[src/rtl/generador_frecuencia_pkg.sv]
// Shared constants for the frequency generator slice.
//   CLK_FREQ_DEF : default system clock frequency in Hz
//   WIDTH_DEF    : default frequency/period datapath width (matches freq_out[27:0])
//   gen_state_t  : request FSM states
package generador_frecuencia_pkg;

    localparam int unsigned CLK_FREQ_DEF = 100_000_000;
    localparam int unsigned WIDTH_DEF    = 28;

    typedef enum logic [2:0] {
        IDLE,
        CHECK,
        DIVIDE,
        LOAD,
        RUN
    } gen_state_t;

endpackage

[src/rtl/generador_frecuencia_if.sv]
// Frequency request handshake.
//   freq_req   : requested frequency in Hz
//   freq_valid : freq_req is valid
//   freq_ready : generator can accept a request
// master = requester side, slave = generator side.
interface generador_frecuencia_if #(
    parameter int unsigned WIDTH = 28
) ();

    logic [WIDTH-1:0] freq_req;
    logic             freq_valid;
    logic             freq_ready;

    modport master (output freq_req, output freq_valid, input  freq_ready);
    modport slave  (input  freq_req, input  freq_valid, output freq_ready);

endinterface

[src/rtl/generador_frecuencia_divisor_secuencial.sv]
// Sequential restoring divider, one quotient bit per cycle, WIDTH cycles total.
// The first step is taken on the start cycle itself, straight from the input
// operands, so the quotient is valid (and done pulses) WIDTH cycles after start.
//   clk, rst  : clock, asynchronous active-low reset
//   start     : begin a division (operands sampled this cycle)
//   dividend  : WIDTH-bit dividend
//   divisor   : WIDTH+1-bit divisor (non-zero)
//   busy      : division in progress
//   done      : one-cycle pulse, quotient valid
//   quotient  : floor(dividend / divisor)
module divisor_secuencial #(
    parameter int unsigned WIDTH = 28
) (
    input  logic             clk,
    input  logic             rst,
    input  logic             start,
    input  logic [WIDTH-1:0] dividend,
    input  logic [WIDTH:0]   divisor,
    output logic             busy,
    output logic             done,
    output logic [WIDTH-1:0] quotient
);

    localparam int unsigned CNT_W = $clog2(WIDTH + 1);

    logic [WIDTH:0]   rem_q;
    logic [WIDTH-1:0] dvd_q;
    logic [WIDTH:0]   div_q;
    logic [CNT_W-1:0] cnt_q;

    logic [WIDTH:0]   rem_in;
    logic [WIDTH-1:0] dvd_in;
    logic [WIDTH:0]   div_in;
    logic [WIDTH+1:0] trial;
    logic [WIDTH+1:0] diff;
    logic             ge;
    logic [WIDTH:0]   rem_nx;
    logic [WIDTH-1:0] dvd_nx;

    // Dividend register shifts out its MSB into the remainder and shifts
    // the quotient bit in at the LSB, so it ends up holding the quotient.
    always_comb begin
        rem_in = start ? '0 : rem_q;
        dvd_in = start ? dividend : dvd_q;
        div_in = start ? divisor : div_q;
        trial  = {rem_in, dvd_in[WIDTH-1]};
        diff   = trial - {1'b0, div_in};
        ge     = (trial >= {1'b0, div_in});
        rem_nx = ge ? diff[WIDTH:0] : trial[WIDTH:0];
        dvd_nx = {dvd_in[WIDTH-2:0], ge};
    end

    always_ff @(posedge clk or negedge rst) begin
        if (!rst) begin
            rem_q <= '0;
            dvd_q <= '0;
            div_q <= '0;
            cnt_q <= '0;
            busy  <= 1'b0;
            done  <= 1'b0;
        end else begin
            done <= 1'b0;
            if (start) begin
                rem_q <= rem_nx;
                dvd_q <= dvd_nx;
                div_q <= div_in;
                cnt_q <= CNT_W'(1);
                busy  <= 1'b1;
            end else if (busy) begin
                rem_q <= rem_nx;
                dvd_q <= dvd_nx;
                if (cnt_q == CNT_W'(WIDTH - 1)) begin
                    busy <= 1'b0;
                    done <= 1'b1;
                end else begin
                    cnt_q <= cnt_q + CNT_W'(1);
                end
            end
        end
    end

    assign quotient = dvd_q;

endmodule

[src/rtl/generador_frecuencia.sv]
// Programmable 50% duty square-wave source.
// A requested frequency f is accepted over the handshake, range-checked,
// and half_period = floor(CLK_FREQ / (2*f)) is computed by a sequential
// divider; signal_out toggles every half_period enabled clock cycles.
//   clk         : system clock
//   rst         : asynchronous active-low reset
//   enable      : 1 = generate, 0 = freeze counter and output level
//   req_if      : frequency request handshake (slave)
//   signal_out  : generated square wave
//   active      : a valid period is loaded and generation is running
//   freq_err    : last request was out of range
//   half_period : loaded half period in clk cycles
module generador_frecuencia
    import generador_frecuencia_pkg::*;
#(
    parameter int unsigned CLK_FREQ = CLK_FREQ_DEF,
    parameter int unsigned WIDTH    = WIDTH_DEF
) (
    input  logic                  clk,
    input  logic                  rst,
    input  logic                  enable,
    generador_frecuencia_if.slave req_if,
    output logic                  signal_out,
    output logic                  active,
    output logic                  freq_err,
    output logic [WIDTH-1:0]      half_period
);

    localparam logic [WIDTH-1:0] F_MAX    = WIDTH'(CLK_FREQ / 2);
    localparam logic [WIDTH-1:0] DIVIDEND = WIDTH'(CLK_FREQ);

    gen_state_t       state, state_nx;
    logic [WIDTH-1:0] req_q;
    logic [WIDTH-1:0] counter;

    logic             freq_ready;
    logic             accept;
    logic             in_range;
    logic             start_div;
    logic             do_load;
    logic             set_err;
    logic             clr_err;

    logic             div_busy;
    logic             div_done;
    logic [WIDTH-1:0] quotient;

    divisor_secuencial #(.WIDTH(WIDTH)) u_divisor (
        .clk      (clk),
        .rst      (rst),
        .start    (start_div),
        .dividend (DIVIDEND),
        .divisor  ({req_q, 1'b0}),
        .busy     (div_busy),
        .done     (div_done),
        .quotient (quotient)
    );

    assign in_range          = (req_q != '0) && (req_q <= F_MAX);
    assign req_if.freq_ready = freq_ready;

    always_ff @(posedge clk or negedge rst) begin
        if (!rst) state <= IDLE;
        else      state <= state_nx;
    end

    always_comb begin
        state_nx   = state;
        start_div  = 1'b0;
        do_load    = 1'b0;
        set_err    = 1'b0;
        clr_err    = 1'b0;
        freq_ready = ((state == IDLE) || (state == RUN)) && !div_busy;
        accept     = req_if.freq_valid && freq_ready;
        case (state)
            IDLE:   if (accept) state_nx = CHECK;
            CHECK: begin
                if (!in_range) begin
                    set_err  = 1'b1;
                    state_nx = active ? RUN : IDLE;
                end else begin
                    clr_err   = 1'b1;
                    start_div = 1'b1;
                    state_nx  = DIVIDE;
                end
            end
            DIVIDE: if (div_done) state_nx = LOAD;
            LOAD: begin
                do_load  = 1'b1;
                state_nx = RUN;
            end
            RUN:    if (accept) state_nx = CHECK;
            default: state_nx = IDLE;
        endcase
    end

    always_ff @(posedge clk or negedge rst) begin
        if (!rst) begin
            req_q       <= '0;
            freq_err    <= 1'b0;
            active      <= 1'b0;
            half_period <= '0;
        end else begin
            if (accept)  req_q    <= req_if.freq_req;
            if (set_err) freq_err <= 1'b1;
            if (clr_err) freq_err <= 1'b0;
            if (do_load) begin
                half_period <= quotient;
                active      <= 1'b1;
            end
        end
    end

    // '>=' rather than '==' so a retune to a shorter period toggles at once
    // instead of counting up through the full counter range.
    always_ff @(posedge clk or negedge rst) begin
        if (!rst) begin
            counter    <= '0;
            signal_out <= 1'b0;
        end else if (do_load && !active) begin
            counter    <= '0;
            signal_out <= 1'b0;
        end else if (active && enable) begin
            if (counter >= half_period - WIDTH'(1)) begin
                counter    <= '0;
                signal_out <= ~signal_out;
            end else begin
                counter <= counter + WIDTH'(1);
            end
        end
    end

endmodule
[src/flat_wrapper.sv]
// flat-port wrapper written by rule: the top's interface ports become plain ports
module generador_frecuencia_flat import generador_frecuencia_pkg::*;
#(
    parameter int unsigned CLK_FREQ = CLK_FREQ_DEF,
    parameter int unsigned WIDTH    = WIDTH_DEF
)
  (clk, rst, enable, signal_out, active, freq_err, half_period, req_if_freq_req, req_if_freq_valid, req_if_freq_ready);
  generador_frecuencia_if #(.WIDTH(WIDTH)) req_if_i ();
  input  logic clk;
  input  logic rst;
  input  logic enable;
  output logic signal_out;
  output logic active;
  output logic freq_err;
  output logic [WIDTH-1:0] half_period;
  input wire logic [$bits(req_if_i.freq_req)-1:0] req_if_freq_req;
  input wire logic [$bits(req_if_i.freq_valid)-1:0] req_if_freq_valid;
  output wire logic [$bits(req_if_i.freq_ready)-1:0] req_if_freq_ready;
  assign req_if_i.freq_req = req_if_freq_req;
  assign req_if_i.freq_valid = req_if_freq_valid;
  assign req_if_freq_ready = req_if_i.freq_ready;
  generador_frecuencia #(.CLK_FREQ(CLK_FREQ), .WIDTH(WIDTH)) u_core (.clk(clk), .rst(rst), .enable(enable), .req_if(req_if_i), .signal_out(signal_out), .active(active), .freq_err(freq_err), .half_period(half_period));
endmodule
[config.mk]
export PLATFORM = sky130hd
export DESIGN_NAME = generador_frecuencia_flat
export DESIGN_NICKNAME = d
export VERILOG_FILES = /design/src/rtl/generador_frecuencia_pkg.sv /design/src/rtl/generador_frecuencia_if.sv /design/src/rtl/generador_frecuencia_divisor_secuencial.sv /design/src/rtl/generador_frecuencia.sv /design/src/flat_wrapper.sv
export SDC_FILE = /design/constraint.sdc
export NUM_CORES = 1
export LEC_CHECK = 0
export ABC_CLOCK_PERIOD_IN_PS = 17100
export CORE_ASPECT_RATIO = 1.75
export CORE_MARGIN = 2
export CORE_UTILIZATION = 29
export DETAILED_ROUTE_END_ITERATION = 10
export SETUP_SLACK_MARGIN = 0.02
export SYNTH_ARGS = -nofsm -noshare
export SYNTH_HDL_FRONTEND = slang
export SYNTH_SLANG_ARGS = --single-unit
[constraint.sdc]
create_clock -name clk -period 17.1 [get_ports clk]
set_input_delay 3.42 -clock clk [delete_from_list [all_inputs] [get_ports clk]]
set_output_delay 3.42 -clock clk [all_outputs]
set_load 0.05 [all_outputs]
Yosys cells after proc, flatten, opt, wreduce, memory -nomap -nowiden. Cells that the tools add are included.

Bits in registers: 183. Logic and storage cells: 82. Output and inout port bits: 32.

Equal/unequal tests: 8. Bitwise logic cells: 1. Multiplexer cells: 35. $add $sub $neg: 4. Reductions and logical operators: 18. Order comparisons: 3.

Operators by type and width (number): 28-bit two-way mux (6); 29-bit two-way mux (5); 30-bit by 29-bit greater-or-equal comparator with 1-bit output (1); 29-bit subtractor (1); 28-bit by 1-bit adder with 28-bit output, second input constant (1); 28-bit greater-or-equal comparator (1); 28-bit by 26-bit <= comparator with 1-bit output, second input constant (1); 28-bit nonzero test (1); 28-bit by 1-bit subtractor with 28-bit output, second input constant (1); 1-bit two-way mux (16); 5-bit two-way mux (3); 3-bit two-way mux (4); 3-bit one-hot mux with 4 select lines (1); 2-bit nonzero test (4); 3-bit by 2-bit equality test with 1-bit output, second input constant (2); 2-bit AND reduction (3); 5-bit by 1-bit adder with 5-bit output, second input constant (1); 5-bit equality test, second input constant (1); 1-bit logical AND (5); 2-bit inequality test, second input constant (2); 3-bit by 1-bit equality test with 1-bit output, second input constant (1); 3-bit equality test, second input constant (1); 3-bit logical NOT (1); 1-bit logical NOT (2); 4 further kinds (4).

Depth between registers and ports, before layout.
Word-level depth: 9. Gate-level depth with buffers: 25. Gate-level depth less buffers: 20.

Hierarchy. From an unflattened synthesis, not the netlist that was laid out.

Cells, all modules: 1087. Area total of the unflattened synthesis: 10956.8 µm².

Modules (own cells, without submodules): divisor_secuencial (instances 1, sequential area each 2327.2 µm², area each 5977.0 µm², cells an instance 629); generador_frecuencia (instances 1, sequential area each 2252.2 µm², area each 4979.8 µm², cells an instance 458).

Worst setup path before layout. Ideal clock, no wire load.

Kind: reg2reg. Start: register u_core.req_q[10]. End: register u_core.u_divisor.rem_q[19]. Setup time: 121 ps. Clock period less this slack: 5385 ps. Path slack: 11715 ps. Buffers on the path: 4. Data required time: 16979 ps. Arrival time: 5264 ps. Cell stages (with the launch flop): 24. Cells stage by stage: dfrtp_1 or4_4 and3b_2 a31oi_2 o211ai_4 clkbuf_1 buf_6 clkbuf_1 clkbuf_1 nand2_1 nand2_1 inv_1 ha_1 a21o_1 a21oi_1 maj3_1 nor3b_1 o32ai_2 a21o_1 o21ai_2 a31oi_4 o31ai_4 mux2_1 o22a_1.

Cells in the longest elaborated chain, start to end: 9.

Ends and longest elaborated chain: start: declaration (RTL line generador_frecuencia.sv:33) `logic [WIDTH-1:0] req_q;`; start signal: assignment (RTL line generador_frecuencia.sv:104) `if (accept) req_q <= req_if.freq_req;`; 28-bit by 26-bit <= comparator with 1-bit output or 28-bit nonzero test (tied branches) (RTL line generador_frecuencia.sv:59) `assign in_range = (req_q != '0) && (req_q <= F_MAX);`; 1-bit logical AND (RTL line generador_frecuencia.sv:59); 1-bit two-way mux (RTL line generador_frecuencia.sv:78) `if (!in_range) begin`; 1-bit two-way mux (RTL line generador_frecuencia.sv:75) `case (state)`; 28-bit two-way mux, or another cell as far along (RTL line generador_frecuencia_divisor_secuencial.sv:44) `dvd_in = start ? dividend : dvd_q;`; 29-bit subtractor or 30-bit by 29-bit greater-or-equal comparator with 1-bit output (tied branches) (RTL line generador_frecuencia_divisor_secuencial.sv:47, generador_frecuencia_divisor_secuencial.sv:48); 29-bit two-way mux (RTL line generador_frecuencia_divisor_secuencial.sv:49) `rem_nx = ge ? diff[WIDTH:0] : trial[WIDTH:0];`; 29-bit two-way mux (RTL line generador_frecuencia_divisor_secuencial.sv:69) `end else if (busy) begin`; 29-bit two-way mux (RTL line generador_frecuencia_divisor_secuencial.sv:63) `if (start) begin`; end signal: assignment (RTL line generador_frecuencia_divisor_secuencial.sv:64) `rem_q <= rem_nx;`; end signal: assignment (RTL line generador_frecuencia_divisor_secuencial.sv:70) `rem_q <= rem_nx;`; end: declaration (RTL line generador_frecuencia_divisor_secuencial.sv:26) `logic [WIDTH:0] rem_q;`.

Several ways; a longest one is shown, not always the timed one. The select of a mux whose other input is x is not followed. A chain may end at the register's enable or synchronous reset.

Worst setup path in the final report.
Start: register u_core.req_q[2]. End: register u_core.u_divisor.rem_q[20].

The elaborated chain is that of the path after synthesis.

==> impl_metrics.json <==
{
  "final_layout_size_suffix_gt1_share_pct": 10.8,
  "cp-end-kind": "register",
  "timing.fmax_ghz": 0.162,
  "ys_seq_area_share_pct": 40.8,
  "num_rows": 95,
  "antenna_found_initial": 0,
  "routabilityCongestion": 0.868,
  "syn_inst": 1181,
  "hp-class": "reg2reg",
  "synthMuxAreaShare_pct": 9.29,
  "ir_drop_mv": 0.0972,
  "tns_ns": 0,
  "syn_nets": 1269,
  "io_buffers": 63,
  "synth.largest_area_cell": "dfrtp_1",
  "finalPower_mw": 3.04,
  "r2r_slack_ns": 10.93,
  "num_vias": 8650,
  "die_area_sq_mm": 0.0403,
  "viasPerCell": 5.02,
  "drc": 0,
  "cts_buffer_depth": 2,
  "synth_ff_type": "dfrtp_1",
  "place_inst": 1690,
  "hold_buffers": 0,
  "hpwl_um": 21200,
  "fin_skew_ns": 0.0153,
  "final_area_sq_mm": 0.0129,
  "synth_xor_area_share_pct": 7.03,
  "ys_top_cells_by_area": "dfrtp_1 (41%), ha_1 (6.1%), mux2_2 (6.0%), nand2_1 (4.8%), xnor2_1 (4.3%)",
  "outcome": "complete, no violations",
  "cts.reportedPaths.clkPinSlew_ns": 0.07,
  "ios": 64,
  "drt-initial-drc-count": 397,
  "maxSlewHeadroom_pct": 35.0,
  "ctsResizeCount": 0,
  "clock_latency_ns": 0.45,
  "wl_um": 28800,
  "fin_crit_ns": 6.17,
  "maxSlewViolCount": 0,
  "cts_max_level": 4,
  "power_density_mw_per_mm2": 236,
  "ys_warn_count": 0,
  "synth_edf_count": 0,
  "grt_start_max_net_pins": 113,
  "grt_util_all_layers_pct": 14.5,
  "path_class": "reg2reg",
  "post_cts_buffers": 0,
  "setup_viol": 0,
  "holdWs_ns": 0.449,
  "required_ns": 17.42,
  "yosysUniqueCellTypes": 87,
  "start_util_pct": 29.3,
  "wl_per_cell_um": 16.7,
  "grt.overflow.total": 0,
  "ant_nets": 0,
  "cts_sinks": 183,
  "layout_commonest_cell": "dfrtp_1",
  "synth_top_family_by_area": "simple AND/OR/NAND/NOR gates",
  "path_max_fanout": 59,
  "rsz0062_at_grt": "false",
  "core_sq_mm": 0.0383,
  "hold_violations": 0,
  "nets": 1312,
  "startpoint_type": "register",
  "fin_cells": 1722,
  "fp.dieW_um": 153,
  "die_h_um": 264,
  "synth_seq_cells": 183,
  "postPlaceCellArea_sq_mm": 0.0123,
  "synth-compound-area-share_pct": 13.0,
  "total_leakage_power_nw": 5.74,
  "synthesis.area_sq_mm": 0.0112,
  "tightest_slew_ns": 0.966,
  "drtPass1Iterations": 5,
  "synth.avg_cell_area_sq_um": 9.50,
  "area.growth.synth_to_final_pct": 14.7,
  "cts_root_buf": "clkbuf_16",
  "n_antenna_cell": 0,
  "cts_buffers": 17,
  "grt_pass1_vias": 8885,
  "cap_violations": 0,
  "synth-async-reset-ratio_pct": 100,
  "yosys.area_share.simple_pct": 19.3,
  "cp.arrival_ns": 6.50,
  "cts_tree": "yes",
  "synth_top_area_share_pct": 40.8,
  "period_share_pct": 36.1,
  "final_cell_mix": "dfrtp_1 (182), nand2_1 (144), nor2_1 (121), a21oi_1 (62), clkdlybuf4s50_1 (62)",
  "synth-adder-area-share_pct": 6.67,
  "grt_pass1_wl_um": 46700
}
-- through the flow --
step | util [%] | setup WS, ns
after floorplan | - | 11.71
after CTS | 33.6 | 10.87
final | 33.6 | 10.93
after global routing | 33.6 | 10.60
after detailed placement | 32.1 | 10.91
after global placement | 32.1 | 11.13
-- cells by family (layout without fill, tap and decap cells) --
group | count (synthesis) | after routing
simple gates | 451 | 451
xor+xnor | 90 | 90
fa+ha+maj | 60 | 60
mux | 96 | 96
flops | 183 | 183
compound gates | 205 | 205
buf+inv | 96 | 152
-- metal layers --
metal | GRT usage, % | vias up | wire [um]
met3 | 2.35 | 74 | 781
met5 | 0 | - | 0
li1 | - | 4212 | -
met4 | 8.63 | 0 | 1520
met1 | 14.6 | 4193 | 10500
met2 | 27.8 | 171 | 16000
-- power by group --
group          switching, mW  internal [mW]  total [mW]  leakage (nW)
clock network          0.190          0.212       0.402         0.294
logic                   1.05          0.776        1.83          3.16
registers              0.189          0.621       0.810          2.28
-- cell type report --
type | instances | area, sq um
Clock inverter | 14 | 150
Sequential cell | 183 | 4580
Tap cell | 485 | 607
Timing Repair Buffer | 71 | 694
Fill cell | 3929 | 25400
Inverter | 49 | 184
Multi-Input combinational cell | 902 | 6210
Clock buffer | 18 | 439
-- critical path, stage by stage, from the launching register on --
cell	delay, ns
dfrtp_1	0.50
nor4_1	0.69
and3b_2	0.37
nand4b_4	0.19
o211a_4	0.51
buf_4	0.52
nand2_1	0.14
nand2_1	0.10
inv_1	0.05
ha_1	0.36
and2_2	0.20
nand4_1	0.18
inv_1	0.10
nand3_1	0.11
nor4_1	0.34
o2111ai_1	0.18
o31a_1	0.31
o211a_4	0.36
and2_4	0.31
nand2_1	0.07
o21ai_1	0.06
a221o_1	0.33
-- registers in the layout, indices dropped and copies added, names as in the netlist, named ones only --
name	count
u_core.active	1
u_core.u_divisor.div_q	25
u_core.req_q	28
u_core.u_divisor.cnt_q	5
u_core.counter	28
u_core.half_period	28
u_core.u_divisor.rem_q	29
u_core.signal_out	1
u_core.u_divisor.busy	1
u_core.u_divisor.done	1
u_core.state	3
u_core.u_divisor.quotient	28
u_core.freq_err	1
-- path summary, 6_finish.rpt --
kind,from,end,cells after the start
setup / recovery,u_core.req_q[2],u_core.u_divisor.rem_q[20],21
hold / removal,u_core.state[2],u_core.state[1],1
setup reg to reg,u_core.req_q[2],u_core.u_divisor.rem_q[20],21
hold reg to reg,u_core.state[2],u_core.state[1],1
max in group asynchronous,rst,u_core.u_divisor.div_q[26],2
min in group asynchronous,rst,u_core.counter[3],1
-- cells in the mapped netlist, types with 8 or more instances --
library cell and n:
nor2_1 121, xor2_1 35, nand2_1 144, mux2i_1 34, nand3_1 28, ha_1 55, nor3_1 25, nor2b_1 11
or3_1 8, nand2b_1 8, o21ai_0 29, inv_1 48, mux2_2 60, a31oi_1 11, dfrtp_1 183, and3_1 13
o22ai_1 9, and2_1 34, a21oi_1 63, a21o_1 24, clkbuf_1 31, nor4_1 16, xnor2_1 55, nand4_1 13
Note: power is estimated with default switching activity, not from simulation.
